==> src/rtl/demux3_buffer.sv <==
// demux3_buffer: routes a valid/ready input stream into three one-entry channel registers,
// discarding words whose destination code is invalid and counting them.
module demux3_buffer #(
   parameter int LARGURA      = 32,
   parameter int LARGURA_CONT = 8
) (
   input  logic                    clock,
   input  logic                    reset,
   input  logic                    entrada_valida,
   output logic                    entrada_pronta,
   input  logic [1:0]              selecao,
   input  logic [LARGURA-1:0]      entrada,
   output logic [LARGURA-1:0]      saida1,
   output logic [LARGURA-1:0]      saida2,
   output logic [LARGURA-1:0]      saida3,
   output logic                    saida1_valida,
   output logic                    saida2_valida,
   output logic                    saida3_valida,
   input  logic                    saida1_pronta,
   input  logic                    saida2_pronta,
   input  logic                    saida3_pronta,
   output logic [LARGURA_CONT-1:0] descartes
);
   logic [LARGURA-1:0]      dado_q [3];
   logic [LARGURA-1:0]      dado_d [3];
   logic [2:0]              valida_q, valida_d, pronta, carga;
   logic [3:0]              alvo, livre;
   logic [LARGURA_CONT-1:0] cont_q, cont_d;
   logic                    xfer, descarte;
   assign pronta = {saida3_pronta, saida2_pronta, saida1_pronta};
   // index 3 (discard) is always free, so readiness only ever looks at the selected slot
   assign livre  = {1'b1, ~valida_q | pronta};
   assign alvo   = 4'b0001 << selecao;
   assign entrada_pronta = livre[selecao];
   assign xfer     = entrada_valida && entrada_pronta;
   assign carga    = alvo[2:0] & {3{xfer}};
   assign descarte = xfer && alvo[3];
   always_comb begin
      valida_d = carga | (valida_q & ~pronta);
      for (int k = 0; k < 3; k++) dado_d[k] = carga[k] ? entrada : dado_q[k];
      cont_d = cont_q + LARGURA_CONT'(descarte && !(&cont_q));
   end
   always_ff @(posedge clock or posedge reset) begin
      if (reset) begin
         for (int k = 0; k < 3; k++) dado_q[k] <= '0;
         valida_q <= '0;
         cont_q   <= '0;
      end else begin
         for (int k = 0; k < 3; k++) dado_q[k] <= dado_d[k];
         valida_q <= valida_d;
         cont_q   <= cont_d;
      end
   end
   assign saida1        = dado_q[0];
   assign saida2        = dado_q[1];
   assign saida3        = dado_q[2];
   assign saida1_valida = valida_q[0];
   assign saida2_valida = valida_q[1];
   assign saida3_valida = valida_q[2];
   assign descartes     = cont_q;
endmodule
==> config.mk <==
export PLATFORM = sky130hd
export DESIGN_NAME = demux3_buffer
export DESIGN_NICKNAME = d
export VERILOG_FILES = /design/src/rtl/demux3_buffer.sv
export SDC_FILE = /design/constraint.sdc
export NUM_CORES = 1
export LEC_CHECK = 0
export BUFFER_PORTS_ARGS = -buffer_cell sky130_fd_sc_hd__buf_2
export CORE_ASPECT_RATIO = 1.1
export CORE_MARGIN = 1
export CORE_UTILIZATION = 51
export CTS_BUF_LIST = sky130_fd_sc_hd__clkbuf_2 sky130_fd_sc_hd__clkbuf_4 sky130_fd_sc_hd__clkbuf_8
export DETAILED_ROUTE_END_ITERATION = 10
export PLACE_DENSITY = 0.84
export SLEW_MARGIN = 20
export SYNTH_ARGS = -nofsm -noshare
export SYNTH_HDL_FRONTEND = slang
export SYNTH_SLANG_ARGS = --single-unit
export TNS_END_PERCENT = 1
==> constraint.sdc <==
create_clock -name clock -period 3.5 [get_ports clock]
set_clock_uncertainty 0.05 [all_clocks]
set_input_delay 0.175 -clock clock [delete_from_list [all_inputs] [get_ports clock]]
set_output_delay 0.175 -clock clock [all_outputs]
set_load 0.02 [all_outputs]
### Yosys cells after proc, flatten, opt, wreduce, memory -nomap -nowiden

Cells that the tools add are included.

* bits in registers: 107
* output and inout port bits: 108
* input bits: 40
* word-level logic and storage cells: 21

* magnitude comparators: 1
* $add $sub $neg: 1
* shift operators: 1
* reductions and logical operators: 5
* bitwise operators: 6
* mux-type cells: 2

Operators by type and width (count)
* 8-bit by 1-bit adder with 8-bit output: 1
* 8-bit AND reduction: 1
* 3-bit bitwise AND: 2
* 3-bit NOT: 2
* 3-bit OR: 2
* 1-bit by 2-bit left shift with 4-bit output (first input constant): 1
* 1-bit logical AND: 3
* 2-bit by 3-bit < comparator with 1-bit output (second input constant): 1
* 1-bit binary-select mux with 2-bit select: 1
* 1-bit zero test: 1
* 1-bit 2-to-1 mux: 1

### Logic depth before layout (Yosys ltp)

* word-level depth: 8
* gate-level depth with buffers: 7
* mapped depth without buffers: 6

### Worst setup path after synthesis

OpenSTA, ideal clock, no wires.

* path type: reg-to-reg
* from: reg cont_q[3] (netlist: descartes[3])
* to: reg cont_q[4] (netlist: descartes[4])
* period minus slack after synthesis: 1.695 ns
* data required time: 3.320 ns
* setup time: 0.130 ns
* buffers on the path: 0
* arrival: 1.515 ns
* cell stages (with the launch flop): 7
* path slack: 1.805 ns
* path through: dfrtp_1 > and4_1 > a31oi_1 > ha_1 > ha_1 > nand3_1 > xnor2_1

* longest elaborated chain between the ends: 4

Ends and longest elaborated chain
* from (decl): RTL line 28 `logic [LARGURA_CONT-1:0] cont_q, cont_d;`
* from (signal assigned): RTL line 51 `cont_q <= cont_d;`
* 8-bit AND reduction: RTL line 41 `cont_d = cont_q + LARGURA_CONT'(descarte && !(&cont_q));`
* 1-bit zero test: RTL line 41
* 1-bit logical AND: RTL line 41
* 8-bit by 1-bit adder with 8-bit output *: RTL line 41
* named net cont_d[4]: RTL line 28

The timed path passes the listed nets; every way through them passes the cells marked *.
A chain may end at the register's enable or synchronous reset.

### Worst setup path after layout

* from: reg valida_q[1]
* to: reg dado_q (netlist bit saida2[11])

* longest elaborated chain between the ends: 6

Ends and longest elaborated chain
* from (decl): RTL line 26 `logic [2:0] valida_q, valida_d, pronta, carga;`
* from (signal assigned): RTL line 50 `valida_q <= valida_d;`
* 3-bit NOT: RTL line 32 `assign livre = {1'b1, ~valida_q | pronta};`
* 3-bit OR: RTL line 32
* 1-bit binary-select mux with 2-bit select: RTL line 34 `assign entrada_pronta = livre[selecao];`
* 1-bit 2-to-1 mux (implied by the code): RTL line 34
* 1-bit logical AND: RTL line 35 `assign xfer = entrada_valida && entrada_pronta;`
* 3-bit bitwise AND: RTL line 36 `assign carga = alvo[2:0] & {3{xfer}};`
* to (decl): RTL line 24 `logic [LARGURA-1:0] dado_q [3];`

No other way between the ends. The select of a mux whose other input is x is not followed.

==> out/qor.yml <==
cts_max_path_buffers: 2
htree_levels: 3
relSlewSlack_pct: 45.7
antenna_found_initial: 0
powerDensity_nw_per_um2: 658
cp.required_ns: 3.70
finalHoldViolations: 0
min-delay-path-class: "primary input to flip-flop"
drtIter0Drc: 95
yosys.area.top_type_share_pct: 65.9
drive_gt1_share_pct: 63.7
drt-pass1-iter-count: 4
wl_per_cell_um: 16.2
fp.coreArea_um2: 7600
p_leak_nw: 2.52
crit_chain: "nand2b_1 -> nor3b_4 -> buf_4 -> mux2_2"
diodes: 0
clk-insertion-delay-late_ns: 0.36
cts_made_buffers: 9
yosysTopAreaCell: "dfrtp_1"
top_level_ports: 148
post-route-util_pct: 68.0
rsz0062_at_grt: "false"
fin_crit_sh_pct: 60.7
worstSetupStartpointType: "flip-flop"
critical_path.max_stage_delay_ns: 0.69
overflow: 0
arrival_ns: 2.32
syn_avg_cell_area_um2: 16.4
synth_seq_cells: 107
grt_use_total_pct: 21.3
synthTopCellsByArea: "dfrtp_1 66%, mux2_2 25%, mux2_1 1.4%, buf_4 1.1%, xnor2_1 1.1%"
ant_nets: 0
cts_setup_buffers: 0
die_h_um: 95.6
first_global_vias: 2745
whs_endpoint: "saida1[21]"
hold_depth: 2
ctsResizeCount: 0
r2r-start: "valida_q[1]"
via_count: 2632
hpwl_um: 6010
syn_to_final_growth_pct: 27.0
die_w_um: 87.1
cts_tree: "yes"
clock_sinks: 107
slowest_stage: "nor3b_4"
final_nets: 447
die_area_um2: 8330
max_freq_ghz: 0.470
worst_pin_slew_ns: 0.814
synthCells: 248
setup_violations: 0
status: "complete, no violations"
worst-path-max-fanout: 19
initial_utilization_pct: 53.5
clk_pin_slew_ns: 0.11
netlist_area_um2: 4070
drcViolationCount: 0
grt_first_pass_wirelength_um: 13300
synthDistinctLibCells: 22
r2r_cells: 4
final.setup.worst_slack_ns: 1.37
fin_crit_ns: 2.13
path_delay_family: "simple AND/OR/NAND/NOR gates"
setup-tns-final_ns: 0
vdd_drop_max_mv: 0.376
hold_path_startpoint: "entrada[21]"
finalMaxSlewViolations: 0
io_buffers: 147
grt_start_max_net_pins: 43
rows: 33
ys_warn_count: 0
place_congestion: 0.726
via_per_inst: 5.11
syn-num-nets: 290
reg2reg_to: "saida2[11]"
drt_wl_total_um: 8320
ys_seq_area_share_pct: 65.9
cts_root_buf: "clkbuf_8"
cp_num_buf_inv: 1
critical_path_class: "flip-flop to flip-flop"
cap_viol_max_count: 0
pre_cts_ws_ns: 1.35
rrSetupSlack_ns: 1.37
cp-end-kind: "flip-flop"
through the flow:
stage	cell area, um2	instances	hold WS [ns]	total power, mW
floorplan	4070	248	0.260	2.27
global placement	4900	493	0.200	2.61
detailed placement	4900	493	0.211	2.65
CTS	5150	514	0.00245	3.43
global route	5160	515	0.000753	3.57
finish	5160	515	0.0177	3.40
layer usage:
metal	GRT usage (%)	wire length (um)
met5	0	0
met4	9.29	164
met3	4.50	480
met2	36.7	4240
met1	25.9	3440
layout make-up:
type	instances	area [um2]
flip-flops and latches	107	2680
clock inverters	7	83.8
multi-input cells	129	1320
fillers	585	2430
clock buffers	9	124
inverters	1	6.26
repair buffers	157	826
well taps	105	131
cell usage after synthesis:
master,n
nor3b_4,1
xnor2_1,5
dfrtp_1,107
clkbuf_2,1
buf_2,4
buf_4,6
ha_1,2
and3_1,3
and4_1,1
mux2_2,91
a31oi_1,1
nand2b_1,3
mux2i_1,1
mux2_1,5
nand3b_1,1
nand4_1,1
o21ai_0,3
xor2_1,1
inv_1,1
nand2_1,5
nor2b_1,1
nand3_1,4
cell usage in the layout (no fill, tap or decap), types with 2 or more instances in the layout:
cell,count
and3_1,2
nand2b_1,3
nand3_1,4
buf_2,147
buf_4,4
o21ai_0,3
dlygate4sd3_1,6
clkbuf_8,9
mux2_1,5
mux2_2,91
dfrtp_1,107
nand2_1,5
inv_8,2
clkinv_4,2
xnor2_1,5
ha_1,2
cell families after synthesis:
| logic type | count (synthesis) | share of synthesized area [%] |
|---|---|---|
| compound gates | 4 | 0.523 |
| xor+xnor | 6 | 1.29 |
| fa+ha+maj | 2 | 0.615 |
| buf+inv | 12 | 1.82 |
| flops | 107 | 65.9 |
| mux | 97 | 26.8 |
| simple gates | 20 | 3.05 |
worst max path at each step:
stage | startpoint | to | depth (start not counted)
after floorplan | reset | descartes[0] | 1
after global placement | valida_q[1] | saida2[28] | 4
after detailed placement | valida_q[1] | saida2[21] | 4
after CTS | valida_q[1] | saida2[11] | 4
after global routing | valida_q[1] | saida2[19] | 4
final | valida_q[1] | saida2[11] | 4
power breakdown:
group          internal, mW  switching [mW]  total (mW)  leakage [nW]
Sequential             1.50           0.148        1.65          1.28
Combinational         0.395           0.578       0.973          1.13
Clock                 0.345           0.433       0.778         0.108
sequential cells by signal, summed over array words and instances, names as in the netlist:
| signal | cells |
|---|---|
| saida3 | 32 |
| valida_q | 3 |
| saida1 | 32 |
| saida2 | 32 |
| descartes | 8 |
timing repair:
item                                    CTS  global route
endpoints found under the setup margin    0             0
hold buffers                              5             1
hold endpoints to repair                 46             1
No activity file was read; power rests on OpenSTA's default activity.
